File: src/rtl/ariane_pkg.sv
// Fetch-entry payload types shared between the fetch stage, the fetch FIFO and decode.
package ariane_pkg;

    localparam logic [63:0] INSTR_PAGE_FAULT = 64'd12;

    typedef struct packed {
        logic [63:0] cause;
        logic [63:0] tval;
        logic        valid;
    } exception_t;

    typedef struct packed {
        logic [63:0] predict_address;
        logic        predict_taken;
        logic        valid;
    } branchpredict_sbe_t;

    typedef struct packed {
        logic [63:0]        address;
        logic [31:0]        instruction;
        branchpredict_sbe_t branch_predict;
        exception_t         ex;
    } fetch_entry_t;

endpackage

File: src/rtl/fetch_fifo.sv
// Elastic buffer between instruction fetch and decode; every output comes straight from a register.
// Flush empties the queue; pushes into a full queue are dropped and latched in a sticky overflow flag.
module fetch_fifo
    import ariane_pkg::*;
#(
    parameter int unsigned DEPTH = 4,
    parameter int unsigned PTR_W = $clog2(DEPTH)
) (
    input  logic               clk_i,
    input  logic               rst_i,
    input  logic               flush_i,
    input  logic               in_valid_i,
    output logic               in_ready_o,
    input  fetch_entry_t       fetch_entry_i,
    output logic               out_valid_o,
    input  logic               out_ready_i,
    output fetch_entry_t       fetch_entry_o,
    output logic [PTR_W:0]     count_o,
    output logic               overflow_o
);

    localparam int unsigned CNT_W = PTR_W + 1;

    fetch_entry_t           mem [DEPTH];
    logic [PTR_W-1:0]       rd_ptr_q, wr_ptr_q;
    logic [PTR_W-1:0]       rd_ptr_d, wr_ptr_d;
    logic [CNT_W-1:0]       count_d;
    logic [CNT_W-1:0]       remain_c;
    fetch_entry_t           head_d;
    logic                   ready_d, valid_d, overflow_d;
    logic                   push_c, pop_c;

    assign push_c = in_valid_i & in_ready_o & ~flush_i;
    assign pop_c  = out_valid_o & out_ready_i & ~flush_i;

    // Next-state: pointers, occupancy, and the head entry to present next cycle.
    always_comb begin
        rd_ptr_d   = rd_ptr_q;
        wr_ptr_d   = wr_ptr_q;
        count_d    = count_o;
        head_d     = fetch_entry_o;
        remain_c   = count_o - CNT_W'(pop_c);
        overflow_d = overflow_o | (in_valid_i & ~in_ready_o & ~flush_i);

        if (flush_i) begin
            rd_ptr_d = '0;
            wr_ptr_d = '0;
            count_d  = '0;
        end else begin
            if (pop_c)  rd_ptr_d = rd_ptr_q + PTR_W'(1);
            if (push_c) wr_ptr_d = wr_ptr_q + PTR_W'(1);
            count_d = remain_c + CNT_W'(push_c);
            // An entry written into an otherwise empty queue becomes the head directly.
            if (push_c && (remain_c == '0)) begin
                head_d = fetch_entry_i;
            end else if (count_d != '0) begin
                head_d = mem[rd_ptr_d];
            end
        end

        ready_d = (count_d != CNT_W'(DEPTH));
        valid_d = (count_d != '0);
    end

    always_ff @(posedge clk_i or posedge rst_i) begin
        if (rst_i) begin
            rd_ptr_q      <= '0;
            wr_ptr_q      <= '0;
            count_o       <= '0;
            in_ready_o    <= 1'b1;
            out_valid_o   <= 1'b0;
            overflow_o    <= 1'b0;
            fetch_entry_o <= '0;
        end else begin
            rd_ptr_q      <= rd_ptr_d;
            wr_ptr_q      <= wr_ptr_d;
            count_o       <= count_d;
            in_ready_o    <= ready_d;
            out_valid_o   <= valid_d;
            overflow_o    <= overflow_d;
            fetch_entry_o <= head_d;
        end
    end

    // Storage is intentionally unreset; slots are only read after being written.
    always_ff @(posedge clk_i) begin
        if (push_c) mem[wr_ptr_q] <= fetch_entry_i;
    end

endmodule

File: config.mk
export PLATFORM = sky130hd
export DESIGN_NAME = fetch_fifo
export DESIGN_NICKNAME = d
export VERILOG_FILES = /design/src/rtl/ariane_pkg.sv /design/src/rtl/fetch_fifo.sv
export SDC_FILE = /design/constraint.sdc
export NUM_CORES = 2
export LEC_CHECK = 0
export ABC_AREA = 1
export BUFFER_PORTS_ARGS = -buffer_cell sky130_fd_sc_hd__buf_4
export CAP_MARGIN = 30
export CORE_MARGIN = 1.5
export CORE_UTILIZATION = 30
export CTS_BUF_LIST = sky130_fd_sc_hd__clkbuf_8
export CTS_CLUSTER_SIZE = 28
export DETAILED_ROUTE_END_ITERATION = 16
export PLACE_DENSITY = 0.56
export SETUP_SLACK_MARGIN = 0.1
export SYNTH_ARGS = -nofsm -noshare
export SYNTH_HDL_FRONTEND = slang
export SYNTH_SLANG_ARGS = --single-unit
File: constraint.sdc
create_clock -name clk_i -period 31 [get_ports clk_i]
set_input_delay 1.55 -clock clk_i [delete_from_list [all_inputs] [get_ports clk_i]]
set_output_delay 1.55 -clock clk_i [all_outputs]
set_load 0.01 [all_outputs]
== After elaboration in Yosys (flattened, before gate mapping) ==
Memories as Yosys holds them, arrays and structs flattened.
Cells that the tools add are included.

* Mux-type cells: 10
* Bitwise gates (word level): 9
* Reductions and logical operators: 7
* Equal/unequal tests: 1
* Add/sub/neg operators: 4

{| class="wikitable"
|+ Operators with widths
! kind !! number
|-
| $mux 291 || 2
|-
| $mux 2 || 5
|-
| $and 1x1->1 || 6
|-
| $reduce_bool 3->1 || 2
|-
| $add 2x1->2 const B || 2
|-
| $reduce_bool 2->1 || 2
|-
| $add 3x1->3 || 1
|-
| $logic_not 3->1 || 1
|-
| $mux 3 || 1
|-
| $ne 3x3->1 const B || 1
|-
| $sub 3x1->3 || 1
|-
| $mux 1 || 2
|-
| $not 1->1 || 2
|-
| $reduce_and 2->1 || 1
|-
| $logic_and 1x1->1 || 1
|-
| $or 1x1->1 || 1
|}

* Memories kept: 1
* Register bits: 301
* Logic and storage cells: 46
* Bits in writable memories: 1164

{| class="wikitable"
|+ Memories
! name !! depth !! bits a word !! read ports !! clocked after memory_dff !! wr ports !! RTL line !! RTL
|-
| mem || 4 || 291 || 1 || 0 || 1 || fetch_fifo.sv:24 || <nowiki>fetch_entry_t mem [DEPTH];</nowiki>
|}

== Depth between registers and ports, before layout ==
* Depth in word-level cells: 7
* Gate-level depth with buffers: 16
* Gate-level depth less buffers: 14

== Worst setup path before layout ==
Ideal clock, no wire load.

* Kind: in2reg
* Start: input port flush_i
* End: memory mem[0][0] in the netlist's numbering, enable pin
* Stages: 4
* Path buffers: 1
* Slack: 16.055 ns
* Arrival: 13.997 ns
* Setup time: 0.948 ns
* Required time: 30.052 ns
* Cells stage by stage: buf_4 -> nor2_4 -> inv_1 -> nor2_1

* Longest elaborated chain between the ends: 4

{| class="wikitable"
|+ Ends and longest elaborated chain
! item !! RTL line !! RTL
|-
| start: declaration || fetch_fifo.sv:11 || <nowiki>input logic flush_i,</nowiki>
|-
| $not 1->1 (no source line) || - ||
|-
| $and 1x1->1 || fetch_fifo.sv:33 || <nowiki>assign push_c = in_valid_i & in_ready_o & ~flush_i;</nowiki>
|-
| $mux 1 || fetch_fifo.sv:87 || <nowiki>if (push_c) mem[wr_ptr_q] <= fetch_entry_i;</nowiki>
|-
| $mux 1 (implied by the code) || fetch_fifo.sv:87 ||
|-
| end: declaration || fetch_fifo.sv:24 ||
|}

Every way passes these cells.

== Final worst setup path ==
* Start: input port flush_i
* End: register fetch_entry_o[169] in the netlist's numbering

* Longest elaborated chain between the ends: 7

{| class="wikitable"
|+ Ends and longest elaborated chain
! item !! RTL line !! RTL
|-
| $not 1->1 (no source line) * || - ||
|-
| $and 1x1->1 || fetch_fifo.sv:34 || <nowiki>assign pop_c = out_valid_o & out_ready_i & ~flush_i;</nowiki>
|-
| $sub 3x1->3 or $mux 2 (tied branches) || fetch_fifo.sv:42, fetch_fifo.sv:50 ||
|-
| $add 3x1->3, or another cell as far along || fetch_fifo.sv:52 || <nowiki>count_d = remain_c + CNT_W'(push_c);</nowiki>
|-
| $reduce_bool 3->1, or another cell as far along || fetch_fifo.sv:56 || <nowiki>end else if (count_d != '0) begin</nowiki>
|-
| $reduce_bool 2->1 (no source line) or $mux 291 (tied branches) || - ||
|-
| $reduce_and 2->1 (no source line) or $mux 291 (tied branches) || - ||
|-
| end signal: assignment || fetch_fifo.sv:73 || <nowiki>fetch_entry_o <= '0;</nowiki>
|-
| end signal: assignment || fetch_fifo.sv:81 || <nowiki>fetch_entry_o <= head_d;</nowiki>
|-
| end: declaration || fetch_fifo.sv:17 || <nowiki>output fetch_entry_t fetch_entry_o,</nowiki>
|}

Mark *: on every way between the ends. The rest lies on a longest branch, timed or not. The select of a mux whose other input is x is not followed.
A chain may end at the register's enable or synchronous reset.

==> metrics <==
Peak VDD IR about 47 µV; kind of critical path input port to register; DR iter-0 viols 3170; Mapped Cells 6290; Wirelength per Cell 18.2 µm; post-route ant nets 0; HP Class register to register; RSZ-0062 raised after global routing false; vias per cell 4.59; DIE AREA around 0.21 mm²; most instantiated library cell after synthesis nand2_1; Worst Slack Setup Final between 20 and 25 ns; Yosys top cell by area edfxtp_1; Leak ~0.034 µW; drt drc 0; sum of buffers and inverters on the critical path 6; mux cell area share after synthesis 0%; layout overhead on the synthesized area 19.6%; Psw 1800 µW; Levels on crit path 16; Hold Buf Count CTS 0; I/O Buffers between 500 and 600; CTS tree built; layout cells sized above 1 14.7%; Die Y-Extent roughly 460 µm; Worst R2R End fetch_entry_o[169]; Avg Cell Area, Syn 10.1 µm²; cell area after synthesis roughly 0.064 mm²; post-synthesis adder-cell area fraction 0.157%; Fin. Hold Viols 0; Routability Congestion around 0.77; Final HPWL DP about 100000 µm; status complete, no violations; largest net degree at the start of global routing around 200; antenna violations before repair 31; Total GRT Usage 16.4%; Synth Area in XOR/XNOR 0%; CP dominant cell by count buf_4; Synth top cells by count nand2_1, nand3_1, edfxtp_1; Max Cap Viol 0; Final Slew Violations 0; critical path endpoint category register; Reg2Reg Setup Slack roughly 25 ns; Gate power share a little under a quarter; Root Driver clkbuf_8; vias in the first global route around 44000; sw frac 31.8%; Clk pin slew, worst setup/hold paths 0.06 ns; Place WS about 24 ns; Critical Path End fetch_entry_o[169]; Worst path max stage delay between 0.8 and 0.9 ns; global-route wire length before repair roughly 270000 µm; Core Area roughly 0.21 mm²; Compound-Gate Fraction of Synth Area less than 1%; cell family with most CP delay buffers and inverters; Flop pwr share 44.2%; Synth top area share between 50 and 60%; Synth Flop Type edfxtp_1; relative slew slack approximately a quarter; Simple-Gate Fraction of Synth Area between 20% and 30%; fillcell total around 21000; I/O Pins approximately 590; row cnt roughly 170; top cells by area, synth edfxtp_1, dfrtp_1, nand3_1; minimum clock period after layout 6.52 ns; Hold Path Depth 2; Setup Total Neg Slack 0 ns; Worst Path Required between 30 and 40 ns; final setup vio count 0; Int Power 3880 µW; CTS Buf Count 277; power per cell area approximately 75 mW/mm²; CP max-delay cell buf_4; crit-path cells buf_4 -> nor2_1 -> ha_1 -> inv_1 -> ha_1 -> ha_1 -> nor2_1 -> nand3_1 -> nand2_4 -> buf_4 -> buf_4 -> buf_4 -> buf_4 -> nor2_1 -> nand2_1 -> nand2_1; Clock power frac 31.9%; DR vias 45300; Starting Density 30.2%; Worst Tran Pin Value approximately 1.1 ns; worst-path fanout max 85; crit path launch flush_i; cells on worst reg2reg path 16; Synth Warn # 0; Fmax 0.153 GHz; GRT overflow 0; fraction of registers with async set/reset around 20%; EDFF count, synth 1164; register bit total from synthesis ~1500; clk sinks 1465; TritonRoute pass-1 iters 7; post-route clock skew ~0.09 ns; total number of H-tree levels 5; CP arrival roughly 7.4 ns; Worst setup SP type input port; final period utilization 21.0%; Worst-Skew Late Latency slightly above 1 ns; final net count roughly 7000; Post-CTS Resized 0; Post-Route WL around 180000 µm; Netlist cell types 21; syn_nets 6594; CTS Buffer Depth 4; Seq/Total Area, Yosys between 60% and 70%; largest family of logic cells by synthesized area simple AND/OR/NAND/NOR gates; Die W around 460 µm; Worst R2R Start out_valid_o; Post-CTS Setup Bufs 0
## flip-flops by register name, summed over array words and instances, names as in the netlist
signal and cells:
rd_ptr_q 2, in_ready_o 1, mem 1164, wr_ptr_q 2, out_valid_o 1, count_o 3, fetch_entry_o 291, overflow_o 1
## worst min-delay path: stages, from the launching register on
cell and delay, ns:
dfrtp_1 0.34, nand2_1 0.05, nand2_1 0.05
## metrics by stage
step	total power [µW]	cells	area [µm²]	hold WS (ns)	util (%)
4_1_cts	5770	9847	75800	0.481	36.1
2_1_floorplan	3280	6290	63600	0.513	-
5_1_grt	6010	9868	76000	0.494	36.2
3_5_place_dp	3920	9370	70600	0.466	33.6
3_3_place_gp	3900	9365	70400	0.463	33.5
6_report	5680	9868	76000	0.475	36.2
## kinds of logic after synthesis
family	after synthesis
buffers and inverters	1279
AO/OA/AOI/OAI	4
flip-flops	1465
adder cells (fa/ha/maj)	8
AND/OR/NAND/NOR	3534
## power groups by stage
stage | clock network [µW] | registers, µW | logic, µW
6_report | 1810 | 2510 | 1360
3_3_place_gp | 0 | 2550 | 1360
4_1_cts | 1880 | 2510 | 1380
3_5_place_dp | 0 | 2550 | 1370
5_1_grt | 1960 | 2540 | 1510
2_1_floorplan | 0 | 2620 | 661
## layout make-up
class | count | area [µm²] | area share, %
Sequential cell | 1465 | 42500 | 55.9
Multi-Input combinational cell | 3546 | 16100 | 21.1
Timing Repair Buffer | 665 | 5290 | 6.96
Clock buffer | 322 | 4430 | 5.83
Tap cell | 2805 | 3510 | 4.62
Inverter | 894 | 3370 | 4.43
Clock inverter | 155 | 816 | 1.07
Antenna cell | 16 | 40.0 | 0.0527
## how the worst min path moves through the flow
| stage | slack (ns) | endpoint | start |
|---|---|---|---|
| floorplan | 0.51 | overflow_o | overflow_o |
| global placement | 0.46 | fetch_entry_o[217] | fetch_entry_o[217] |
| detailed placement | 0.47 | fetch_entry_o[127] | fetch_entry_o[127] |
| CTS | 0.48 | fetch_entry_o[232] | fetch_entry_o[232] |
| global route | 0.49 | fetch_entry_o[247] | fetch_entry_o[247] |
| finish | 0.48 | fetch_entry_o[51] | fetch_entry_o[51] |
## routing by layer
metal	part of all wire [%]	up-vias	track usage [%]
met5	0.11	-	0
met4	3.0	30	6.85
met3	6.9	328	4.38
met2	47	1255	26.3
met1	43	22000	20.9
li1	-	21600	-
## cell usage in the layout (no fill, tap or decap), types with 2 or more instances in the layout
cell / count
buf_12: 8
buf_16: 10
buf_4: 647
bufinv_16: 7
clkbuf_8: 322
clkinv_1: 24
clkinv_2: 20
clkinvlp_4: 4
dfrtp_1: 300
diode_2: 16
edfxtp_1: 1164
ha_1: 8
inv_1: 990
inv_6: 2
nand2_1: 1474
nand2_4: 3
nand2_8: 2
nand3_1: 1168
nand3b_1: 291
nor2_1: 589
nor2_4: 5
o21ai_0: 2
No activity file was read; power rests on OpenSTA's default activity.
